**config.mk**
```make
export PLATFORM = sky130hd
export DESIGN_NAME = multi_way_signal_controller
export DESIGN_NICKNAME = d
export VERILOG_FILES = /design/src/rtl/tlc_pkg.sv /design/src/rtl/rr_next_dir.sv /design/src/rtl/multi_way_signal_controller.sv
export SDC_FILE = /design/constraint.sdc
export NUM_CORES = 1
export LEC_CHECK = 0
export CAP_MARGIN = 0
export CORE_MARGIN = 1
export CORE_UTILIZATION = 50
export CTS_CLUSTER_DIAMETER = 200
export DETAILED_ROUTE_END_ITERATION = 12
export GPL_TIMING_DRIVEN = 0
export PLACE_DENSITY = 0.77
export SLEW_MARGIN = 40
export SYNTH_ARGS = -nofsm -noshare
export SYNTH_HDL_FRONTEND = slang
export SYNTH_SLANG_ARGS = --single-unit
```
**constraint.sdc**
```tcl
create_clock -name clk -period 4.1 [get_ports clk]
set_input_delay 0.82 -clock clk [delete_from_list [all_inputs] [get_ports clk]]
set_output_delay 0.82 -clock clk [all_outputs]
set_load 0.005 [all_outputs]
```
**src/rtl/tlc_pkg.sv**
```systemverilog
// Shared definitions for the multi-way signal controller: phase encoding
// and the per-approach lamp decode.
package tlc_pkg;

    localparam logic [1:0] PH_GREEN   = 2'd0;
    localparam logic [1:0] PH_YELLOW  = 2'd1;
    localparam logic [1:0] PH_ALL_RED = 2'd2;
    localparam logic [1:0] PH_FLASH   = 2'd3;

    // Lamp state of one approach, returned as {green, yellow, red}.
    // Outside FLASH exactly one lamp is lit; non-owners are always red.
    function automatic logic [2:0] lamp_decode(input logic [1:0] phase,
                                               input logic       is_active,
                                               input logic       flash_on);
        logic [2:0] lamp;
        case (phase)
            PH_GREEN:   lamp = is_active ? 3'b100 : 3'b001;
            PH_YELLOW:  lamp = is_active ? 3'b010 : 3'b001;
            PH_ALL_RED: lamp = 3'b001;
            PH_FLASH:   lamp = {2'b00, flash_on};
            default:    lamp = 3'b001;
        endcase
        return lamp;
    endfunction

endpackage

```
**src/rtl/rr_next_dir.sv**
```systemverilog
// Round-robin selector: finds the first requesting approach after the
// current owner, wrapping around and ending with the owner itself.
module rr_next_dir #(
    parameter int NUM_DIR = 2,
    parameter int DW      = $clog2(NUM_DIR)
) (
    input  logic [NUM_DIR-1:0] req,
    input  logic [DW-1:0]      active_dir,
    output logic [DW-1:0]      next_dir,
    output logic               found
);

    logic [2*NUM_DIR-1:0] dbl_s;
    logic [2*NUM_DIR-1:0] rot_s;

    // Rotate the request vector so bit j is approach active_dir+1+j, then pick the lowest set bit.
    always_comb begin
        dbl_s    = {req, req};
        rot_s    = dbl_s >> (32'(active_dir) + 32'd1);
        next_dir = active_dir;
        found    = 1'b0;
        // Descending scan: the smallest offset is assigned last and therefore wins.
        for (int j = NUM_DIR - 1; j >= 0; j--) begin
            found    = rot_s[j] ? 1'b1 : found;
            next_dir = rot_s[j] ? DW'((32'(active_dir) + 32'(j) + 32'd1) % NUM_DIR) : next_dir;
        end
    end

endmodule

```
**src/rtl/multi_way_signal_controller.sv**
```systemverilog
// N-approach traffic signal controller. Requests are latched per approach
// and served round-robin; green is held between MIN_GREEN and MAX_GREEN
// ticks, followed by yellow and all-red clearance. flash forces an all-red
// flashing fault/night mode. Phase durations are assumed not to exceed
// MAX_GREEN, since the shared timer saturates at MAX_GREEN-1.
module multi_way_signal_controller
    import tlc_pkg::*;
#(
    parameter  int NUM_DIR       = 2,
    parameter  int MIN_GREEN     = 6,
    parameter  int MAX_GREEN     = 20,
    parameter  int YELLOW_TICKS  = 1,
    parameter  int ALL_RED_TICKS = 1,
    localparam int DW            = $clog2(NUM_DIR),
    localparam int TW            = $clog2(MAX_GREEN + 1)
) (
    input  logic               clk,
    input  logic               reset,
    input  logic               tick,
    input  logic               flash,
    input  logic [NUM_DIR-1:0] sensor,
    output logic [NUM_DIR-1:0] green,
    output logic [NUM_DIR-1:0] yellow,
    output logic [NUM_DIR-1:0] red,
    output logic [DW-1:0]      active_dir,
    output logic [1:0]         phase
);

    localparam logic [TW-1:0]      TMR_ZERO = TW'(0);
    localparam logic [TW-1:0]      TMR_ONE  = TW'(1);
    localparam logic [TW-1:0]      MIN_END  = TW'(MIN_GREEN - 1);
    localparam logic [TW-1:0]      MAX_END  = TW'(MAX_GREEN - 1);
    localparam logic [TW-1:0]      Y_END    = TW'(YELLOW_TICKS - 1);
    localparam logic [TW-1:0]      AR_END   = TW'(ALL_RED_TICKS - 1);
    localparam logic [NUM_DIR-1:0] DIR_ONE  = {{(NUM_DIR-1){1'b0}}, 1'b1};
    localparam logic [NUM_DIR-1:0] DIR_NONE = {NUM_DIR{1'b0}};

    logic [1:0]         phase_r;
    logic [DW-1:0]      active_dir_r;
    logic [TW-1:0]      tmr_r;
    logic [NUM_DIR-1:0] req_r;
    logic               flash_on_r;

    logic [1:0]         phase_nx_s;
    logic [DW-1:0]      dir_nx_s;
    logic [TW-1:0]      tmr_nx_s;
    logic [NUM_DIR-1:0] req_nx_s;
    logic               flash_on_nx_s;

    logic [NUM_DIR-1:0] active_mask_s;
    logic [NUM_DIR-1:0] set_s;
    logic [NUM_DIR-1:0] clr_s;
    logic [TW-1:0]      tmr_inc_s;
    logic               other_req_s;
    logic               green_done_s;
    logic [DW-1:0]      next_dir_s;
    logic               found_s;
    logic [2:0]         lamp_s [NUM_DIR];

    rr_next_dir #(
        .NUM_DIR (NUM_DIR),
        .DW      (DW)
    ) u_rr (
        .req        (req_r),
        .active_dir (active_dir_r),
        .next_dir   (next_dir_s),
        .found      (found_s)
    );

    // Next-state logic: flash override first, then tick-driven phase sequencing and request latching.
    always_comb begin
        active_mask_s = DIR_ONE << active_dir_r;
        other_req_s   = |(req_r & ~active_mask_s);
        tmr_inc_s     = (tmr_r == MAX_END) ? tmr_r : (tmr_r + TMR_ONE);
        // Green may end early only once the minimum has elapsed and the owner's lane is empty.
        green_done_s  = ((tmr_r >= MIN_END) && !(|(sensor & active_mask_s))) || (tmr_r == MAX_END);
        // The owner's own sensor is ignored while it is green; everyone else always latches.
        set_s         = sensor & ~((phase_r == PH_GREEN) ? active_mask_s : DIR_NONE);
        phase_nx_s    = phase_r;
        dir_nx_s      = active_dir_r;
        tmr_nx_s      = tmr_r;
        flash_on_nx_s = flash_on_r;
        clr_s         = DIR_NONE;

        if (flash) begin
            if (phase_r != PH_FLASH) begin
                phase_nx_s    = PH_FLASH;
                tmr_nx_s      = TMR_ZERO;
                flash_on_nx_s = 1'b1;
            end else begin
                flash_on_nx_s = tick ? ~flash_on_r : flash_on_r;
            end
        end else if (phase_r == PH_FLASH) begin
            // Leaving flash always passes through a full all-red clearance.
            phase_nx_s = PH_ALL_RED;
            tmr_nx_s   = TMR_ZERO;
        end else if (tick) begin
            tmr_nx_s = tmr_inc_s;
            case (phase_r)
                PH_GREEN: begin
                    if (other_req_s && green_done_s) begin
                        phase_nx_s = PH_YELLOW;
                        tmr_nx_s   = TMR_ZERO;
                    end else begin
                        phase_nx_s = PH_GREEN;
                    end
                end
                PH_YELLOW: begin
                    if (tmr_r == Y_END) begin
                        phase_nx_s = PH_ALL_RED;
                        tmr_nx_s   = TMR_ZERO;
                    end else begin
                        phase_nx_s = PH_YELLOW;
                    end
                end
                PH_ALL_RED: begin
                    if (tmr_r == AR_END) begin
                        phase_nx_s = PH_GREEN;
                        tmr_nx_s   = TMR_ZERO;
                        dir_nx_s   = found_s ? next_dir_s : active_dir_r;
                        clr_s      = DIR_ONE << dir_nx_s;
                    end else begin
                        phase_nx_s = PH_ALL_RED;
                    end
                end
                default: begin
                    phase_nx_s = PH_ALL_RED;
                    tmr_nx_s   = TMR_ZERO;
                end
            endcase
        end else begin
            tmr_nx_s = tmr_r;
        end

        // Clearing the bit of the approach entering green takes priority over a same-cycle set.
        req_nx_s = (req_r | set_s) & ~clr_s;
    end

    // State registers with synchronous reset; pending requests are discarded on reset.
    always_ff @(posedge clk) begin
        if (reset) begin
            phase_r      <= PH_GREEN;
            active_dir_r <= {DW{1'b0}};
            tmr_r        <= TMR_ZERO;
            req_r        <= DIR_NONE;
            flash_on_r   <= 1'b0;
        end else begin
            phase_r      <= phase_nx_s;
            active_dir_r <= dir_nx_s;
            tmr_r        <= tmr_nx_s;
            req_r        <= req_nx_s;
            flash_on_r   <= flash_on_nx_s;
        end
    end

    // Lamp decode per approach straight from the state registers.
    always_comb begin
        green  = DIR_NONE;
        yellow = DIR_NONE;
        red    = DIR_NONE;
        for (int i = 0; i < NUM_DIR; i++) begin
            lamp_s[i] = lamp_decode(phase_r, active_mask_s[i], flash_on_r);
            green[i]  = lamp_s[i][2];
            yellow[i] = lamp_s[i][1];
            red[i]    = lamp_s[i][0];
        end
    end

    assign phase      = phase_r;
    assign active_dir = active_dir_r;

endmodule
```
======== After elaboration in Yosys (flattened, before gate mapping) ========
Cells that the tools add are included.
word-level totals
  word-level logic and storage cells ...... 78
  bits in registers ....................... 11
  output and inout bits ................... 9
cells by class
  $lt $le $gt $ge ......................... 1
  add/sub/neg operators ................... 3
  reduce and logical (&&, ||, !) cells .... 14
  multiplexer cells ....................... 35
  equality and inequality tests ........... 6
  bitwise gates (word level) .............. 11
  shift operators ......................... 3
operator list
  kind                 count
  $mux 5               7
  $mux 2               14
  $pmux 3 s4           2
  $pmux 5 s2           1
  $and 2x2->2          4
  $mux 1               8
  $mux 3               2
  $not 2->2            3
  $pmux 2 s3           1
  $reduce_or 2->1      3
  $add 5x1->5 const B  1
  $eq 5x5->1 const B   1
  $ge 5x3->1 const B   1
  $logic_not 5->1      1
  $reduce_and 5->1     1
  $eq 2x2->1 const B   2
  $reduce_and 2->1     2
  $shl 1x1->2 const A  2
  $shr 4x2->2          1
  $not 1->1            3
  $reduce_bool 3->1    1
  $add 1x1->2 const B  1
  $eq 2x1->1 const B   1
  $logic_and 1x1->1    2
  other kinds (8)      8

======== Depth between registers and ports, before layout ========
Gate-level depths: netlist of the first run.
  depth in word-level cells ............... 13
  depth in mapped cells ................... 6
  depth with buffers taken out ............ 6

======== Cells and area by module ========
Synthesis of the first run repeated with hierarchy kept, for this count alone.
second synthesis, totals
  cell total of the unflattened synthesis .. 102
  area total of the unflattened synthesis .. 930.9 sq um
modules (own cells, without submodules)
  module                       cells an instance  area an instance (sq um)  times used  sequential area each (sq um)
  multi_way_signal_controller  99                 915.9                     1           220.2
  rr_next_dir                  3                  15.0                      1           0.0

======== Worst setup path before layout of the first run ========
Ideal clock, no wire load.
  path type ............................... input-to-reg
  from .................................... input flash
  to ...................................... register tmr_r[1]
  path buffers ............................ 1
  arrival time ............................ 1.899 ns
  setup slack ............................. 2.109 ns
  cell stages on the path ................. 5
  cells stage by stage .................... clkbuf_1 -> nor3b_2 -> and3_1 -> a22oi_4 -> o32ai_1
on the way
  cells in the longest elaborated chain, start to end .. 2
  elaborated cells on any way between the ends .. 4
  classes of those cells .................. eq/ne: 1; mux: 1; reduce/logical: 2
ends and longest elaborated chain
  what                                                       line                                source
  from (decl)                                                multi_way_signal_controller.sv:20   input logic flash,
  $ne 2x1->1 (no line) or $reduce_bool 3->1 (tied branches)  --
  $reduce_and 2->1 (no line)                                 --
  to (signal assigned)                                       multi_way_signal_controller.sv:150  tmr_r <= tmr_nx_s;
  to (decl)                                                  multi_way_signal_controller.sv:40   logic [TW-1:0] tmr_r;
Parallel ways exist; a longest one is shown, timed or not.
A chain may end at the register's enable or synchronous reset.

======== Final worst setup path of the first run ========
  from .................................... register phase_r[1] (netlist: phase[1])
  to ...................................... output red[0]
on the way
  cells in the longest elaborated chain, start to end .. 2
  elaborated cells on any way between the ends .. 5
  classes of those cells .................. eq/ne: 3; mux: 1; reduce/logical: 1
ends and longest elaborated chain
  what                                line                                source
  from (decl)                         multi_way_signal_controller.sv:38   logic [1:0] phase_r;
  from (signal assigned)              multi_way_signal_controller.sv:148  phase_r <= phase_nx_s;
  $eq 2x2->1 (tied with other cells)  tlc_pkg.sv:16                       case (phase)
  $pmux 3 s4 *                        tlc_pkg.sv:16
  to (decl)                           multi_way_signal_controller.sv:24   output logic [NUM_DIR-1:0] red,
Every way passes the cells marked *; elsewhere a longest branch is shown, timed or not.

==> qor.yml, run 1 <==
hold_path_class: "reg -> reg"
proportion_of_layout_cells_with_a_drive_suffix_above_1: 0.107
clock_tree.htree_level_count: 1
post_synth_num_cell_types: 41
placement.setup.worst_slack_ns: 1.50
drtAntennaViolNets: 0
netlist_instances: 105
num-fill-cells: 133
worst_setup_path_end_kind: "output pin"
grt_pass1_vias: 757
final_layout_setup_total_negative_slack_ns: 0
post_cts_resize_count: 0
syn-num-nets: 118
synth.area.top_cells: "dfxtp_1 (25%), ha_1 (9.9%), a21oi_1 (4.0%)"
cts_root_buffer: "clkbuf_4"
netlist.area_leader.share: 0.249
fp.dieArea_sq_mm: 0.00194
highest_attainable_clock_frequency_mhz: 341
worst_skew_pair.late_latency_ns: 0.27
groute.usage.overall: 0.218
globalRouteOverflowTotal: 0
initial_utilization: 0.561
slew_viol_final: 0
coreArea_sq_mm: 0.00158
finalClockSkew_ns: 0.00311
synth_seq_cells: 11
timing.max_slew.rel_slack: 0.623
ios: 15
critical_path_data_arrival_time_ns: 2.11
predominant_post_synthesis_flop_cell: "dfxtp_1"
post_cts_buffers: 0
die_span_y_um: 44.1
dr_total_vias: 846
final_net_count: 136
report.final.setup_viol: 0
period_share: 0.714
grt_max_degree: 11
maxCapViolations: 0
grt_antenna_before_repair: 0
crit_path_max_fanout: 10
most_frequent_cells_in_the_layout: "clkdlybuf4s50_1 (13), dfxtp_1 (11)"
synth-edff-count: 0
cts_sinks: 11
hold_buffers: 0
final_common_cell: "clkdlybuf4s50_1"
dp_cells: 134
mean_syn_cell_area_sq_um: 8.42
area_leader_netlist: "dfxtp_1"
post-dp-hpwl_um: 1470
gp_routability_congestion: 0.828
final_hold_violating_endpoints: 0
drt-vias-per-instance: 6.13
run_status: "complete, but fails checks"
tritoncts: "built"
worst_pin_slew_ns: 0.557
dpl-instance-area_sq_mm: 0.00103
firstDrtPassIters: 8
worst_path_class_setup: "reg -> out"
failed_checks: "DRC"
cts_made_buffers: 3
powerDensity_mw_per_mm2: 260
ctsLongestPathBuffers: 2
rsz_0062_raised_after_global_routing: "false"
ir_worst_vdd_v: 0.000180
drt_iter0_drc: 18
clock_transition_at_the_registers_of_the_reported_paths_ns: 0.07
post_route_hold_slack_ns: 0.526
grt_pass1_wl_um: 3150
port-buffer-count: 13
critical_path.startpoint_type: "register"
finish.cell_count_without_fillers: 138
p_leak_nw: 0.434
timing.final.crit_period_ns: 2.93
route.detailed.drc: 2
crit_required_ns: 3.28
drt-total-wl_um: 1910
routed_wire_length_per_instance_um: 13.9
postSynth.asyncResetShare: 0
antenna-diode-count: 0
chipWidth_um: 44.1
post_synth_instance_area_sq_um: 885
design_area_sq_mm: 0.00106
num_rows: 14
ys_seq_area_frac: 0.249
timing.final.ws_setup_ns: 1.17
synth_warnings: 0
area_growth_syn_to_fin_pct: 19.9
critical path, cell delays in order, from the launching register on:
cell,delay [ns]
dfxtp_1,0.42
ha_1,0.25
clkbuf_1,0.33
a21oi_1,0.16
o21ai_0,0.16
clkdlybuf4s50_1,0.52
Yosys cell counts (2+ instances only):
| master | number |
|---|---|
| o32ai_1 | 4 |
| and3_1 | 2 |
| inv_1 | 7 |
| o21bai_1 | 2 |
| nand2b_1 | 2 |
| buf_2 | 2 |
| xor2_1 | 3 |
| a31oi_1 | 3 |
| a21oi_1 | 7 |
| nor3_1 | 3 |
| nand2_1 | 7 |
| dfxtp_1 | 11 |
| nand3_1 | 7 |
| nor2b_1 | 2 |
| nor2_1 | 3 |
| ha_1 | 7 |
| mux2i_1 | 3 |
| clkbuf_1 | 5 |
| o21ai_0 | 3 |
flip-flops by register name (all words and copies together) (netlist names):
signal and count:
active_dir 1, flash_on_r 1, phase 2, req_r 2
tmr_r 5
logic make-up (layout without fill, tap and decap cells):
kind of cell / Yosys count / after routing / share of synthesized area
buffers and inverters: 15 / 32 / 0.0750
AOI/OAI and AO/OA: 31 / 31 / 0.277
muxes: 3 / 3 / 0.0339
adders and majority gates: 7 / 7 / 0.0990
DFF: 11 / 11 / 0.249
and+or+nand+nor: 35 / 35 / 0.236
xor gates and xnor gates: 3 / 3 / 0.0297
worst paths after layout:
| check | start | end | slack, ns | depth (start not counted) |
|---|---|---|---|---|
| max | phase[1]$_SDFFE_PP0P_ | red[0] | 1.17 | 5 |
| max reg2reg | tmr_r[0]$_SDFFE_PP0P_ | tmr_r[4]$_SDFFE_PP0P_ | 2.21 | 6 |
| min reg2reg | flash_on_r$_SDFFE_PP0P_ | flash_on_r$_SDFFE_PP0P_ | 0.53 | 2 |
| min | flash_on_r$_SDFFE_PP0P_ | flash_on_r$_SDFFE_PP0P_ | 0.53 | 2 |
metrics by stage:
| step | total power, mW | util |
|---|---|---|
| floorplan | 0.173 | - |
| global placement | 0.201 | 0.656 |
| detailed placement | 0.203 | 0.656 |
| CTS | 0.278 | 0.673 |
| global route | 0.293 | 0.673 |
| finish | 0.276 | 0.673 |
final cells by class:
type                            count  area, sq um  share of cell area
Buffer                              8         40.0              0.0377
Tap cell                           16         20.0              0.0189
Multi-Input combinational cell     79          598               0.564
Sequential cell                    11          220               0.208
Timing Repair Buffer               13          130               0.123
Clock buffer                        4         26.3              0.0248
Inverter                            7         26.3              0.0248
per-layer routing:
layer,track usage,share of wire
met2,0.371,0.49
met1,0.272,0.47
met3,0.0286,0.032
met5,0,0
met4,0.103,0.0052
report_power, final:
part	leakage (nW)	switching, mW	internal (mW)	total, mW
registers	0.0903	0.00671	0.112	0.119
logic	0.328	0.0402	0.0414	0.0816
clock network	0.0150	0.0376	0.0377	0.0752
total	0.434	0.0845	0.191	0.276
Note: power is estimated with default switching activity, not from simulation.
==> run 2: changes to the inputs <==
- CORE_UTILIZATION: 50 -> 46
- PLACE_DENSITY: 0.77 -> 0.75
- clock period: 4.1 -> 2.61 ns (I/O delays scaled with it)
==> run 2 against run 1 <==
  * The flow now finishes without violations
  * Sequential power grew 57%
  * Clock power grew 64%
  * Largest cell class unchanged
  * Largest power group unchanged
  * First-iteration DRC count shrank 17%
  * Die area grew 8.3%
==> qor.yml, run 2 (synthesis gave the netlist of run 1 again) <==
timing.max_slew.rel_slack: 0.655  # was 0.623
period_share: 0.943
cts_made_buffers: 3  # unchanged
globalRouteOverflowTotal: 0  # unchanged
largest_register_ff_count: 5  # unchanged
grt_use_met1: 0.279  # was 0.272
critical_path_data_arrival_time_ns: 1.94  # was 2.11 ns
route.detailed.drc: 0  # was 2
powerDensity_mw_per_mm2: 409  # was 260 mW/mm^2
dr_total_vias: 855  # was 846
hold_buffers: 0  # unchanged
tritoncts: "built"  # unchanged
post_route_hold_slack_ns: 0.531  # was 0.526 ns
cts_sinks: 11  # unchanged
most_frequent_cells_in_the_layout: "clkdlybuf4s50_1 (13), dfxtp_1 (11)"  # unchanged
ir_worst_vdd_v: 0.000266  # was 0.000180 V
initial_utilization: 0.501  # was 0.561
clock_tree.htree_level_count: 1  # unchanged
port-buffer-count: 13  # unchanged
run_status: "completed"  # was complete, but fails checks
slew_viol_final: 0  # unchanged
report.final.setup_viol: 0  # unchanged
grt_util_met2: 0.355  # was 0.371
cts_root_buffer: "clkbuf_4"  # unchanged
finalClockSkew_ns: 0.00433  # was 0.00311 ns
worst_path_class_setup: "reg -> out"  # unchanged
antenna-diode-count: 0  # unchanged
routed_wire_length_per_instance_um: 13.3  # was 13.9 um
crit_required_ns: 2.09  # was 3.28 ns
proportion_of_layout_cells_with_a_drive_suffix_above_1: 0.123  # was 0.107
critical_path.endpoint: "yellow[0]"  # was red[0]
final_net_count: 136  # unchanged
reg2reg_setup_slack_ns: 0.72  # was 2.21 ns
grt_pass1_wl_um: 3300  # was 3150 um
final_common_cell: "clkdlybuf4s50_1"  # unchanged
met3_usage: 0.0238  # was 0.0286
final_layout_setup_total_negative_slack_ns: 0  # unchanged
area_growth_syn_to_fin_pct: 21.8  # was 19.9%
p_leak_nw: 0.440  # was 0.434 nW
final_hold_violating_endpoints: 0  # unchanged
hold_path_class: "reg -> reg"  # unchanged
drtAntennaViolNets: 0  # unchanged
grt_pass1_vias: 764  # was 757
ctsLongestPathBuffers: 2  # unchanged
num_rows: 15  # was 14
gp_routability_congestion: 0.842  # was 0.828
grt-busiest-layer: "met2"  # unchanged
firstDrtPassIters: 4  # was 8
worst_setup_path_end_kind: "output pin"  # unchanged
coreArea_sq_mm: 0.00176  # was 0.00158 sq mm
timing.reg2reg.worst_path_depth: 6  # unchanged
rsz_0062_raised_after_global_routing: "false"  # unchanged
timing.final.crit_period_ns: 2.46
largest-register: "tmr_r"  # unchanged
drt-vias-per-instance: 5.82  # was 6.13
die_span_y_um: 45.9  # was 44.1 um
worst_setup_path_startpoint: "phase[0]$_SDFFE_PP0P_"  # was phase[1]$_SDFFE_PP0P_
grt_max_degree: 11  # unchanged
fp.dieArea_sq_mm: 0.00210  # was 0.00194 sq mm
crit_path_max_fanout: 10  # unchanged
clock_transition_at_the_registers_of_the_reported_paths_ns: 0.08  # was 0.07 ns
maxCapViolations: 0  # unchanged
highest_attainable_clock_frequency_mhz: 406
grt_antenna_before_repair: 0  # unchanged
critical_path.startpoint_type: "register"  # unchanged
post-dp-hpwl_um: 1480  # was 1470 um
drt_iter0_drc: 15  # was 18
chipWidth_um: 45.9  # was 44.1 um
groute.usage.overall: 0.215  # was 0.218
worst_pin_slew_ns: 0.510  # was 0.557 ns
crit-reg2reg-capture: "tmr_r[1]$_SDFFE_PP0P_"  # was tmr_r[4]$_SDFFE_PP0P_
worst_skew_pair.late_latency_ns: 0.28  # was 0.27 ns
ios: 15  # unchanged
worst_r2r_startpoint: "tmr_r[1]$_SDFFE_PP0P_"  # was tmr_r[0]$_SDFFE_PP0P_
drt-total-wl_um: 1950  # was 1910 um
## run 2: cell types whose count changed in the layout (fill, tap and decap cells not counted)
cell	before	now
clkbuf_2	0	1
clkbuf_4	3	4
clkbuf_1	6	4
## run 2: per-layer routing
layer / up-vias / share of wire
met5: - / 0
met4: 0 / 0.017
met3: 5 / 0.048
met2: 28 / 0.48
met1: 393 / 0.46
li1: 429 / -
## run 2: what timing repair did
item,CTS,global route
resized for setup,1,4
endpoints found under the setup margin,2,5
setup buffers,0,0
## run 2: worst min-delay path by stage
stage	startpoint	end	slack [ns]	cells past startpoint
floorplan	flash_on_r$_SDFFE_PP0P_	flash_on_r$_SDFFE_PP0P_	0.46	2
global placement	flash_on_r$_SDFFE_PP0P_	flash_on_r$_SDFFE_PP0P_	0.50	2
detailed placement	flash_on_r$_SDFFE_PP0P_	flash_on_r$_SDFFE_PP0P_	0.52	2
CTS	req_r[0]$_SDFF_PP0_	active_dir$_SDFFE_PP0P_	0.53	1
global route	req_r[0]$_SDFF_PP0_	active_dir$_SDFFE_PP0P_	0.55	1
finish	req_r[0]$_SDFF_PP0_	active_dir$_SDFFE_PP0P_	0.53	1
## run 2: stage by stage
| stage | power (mW) | area [sq um] | worst slack (ns) | utilization | std cells |
|---|---|---|---|---|---|
| after global placement | 0.316 | 1050 | 0.346 | 0.593 | 143 |
| final | 0.441 | 1080 | 0.148 | 0.611 | 147 |
| after CTS | 0.438 | 1070 | 0.0503 | 0.609 | 147 |
| after global routing | 0.465 | 1080 | 0.0119 | 0.611 | 147 |
| after floorplan | 0.271 | 885 | 0.885 | - | 105 |
| after detailed placement | 0.320 | 1050 | 0.291 | 0.593 | 143 |
## run 2: power breakdown
part           switching [mW]  leakage, nW  total (mW)  internal, mW
registers              0.0100       0.0903       0.187         0.177
clock network          0.0640       0.0150       0.123        0.0593
logic                  0.0646        0.335       0.131        0.0665
## run 2: critical path, stage by stage (launching register included)
cell,delay (ns)
dfxtp_1,0.41
inv_1,0.10
ha_1,0.24
clkbuf_2,0.19
nor3b_1,0.19
clkdlybuf4s50_1,0.52
## run 2: cell type report
type                    count  area, sq um
fillers                   163          687
multi-input cells          79          598
repair buffers             13          130
flip-flops and latches     11          220
clock buffers               4         26.3
inverters                   7         26.3
well taps                  25         31.3
plain buffers               8         45.0
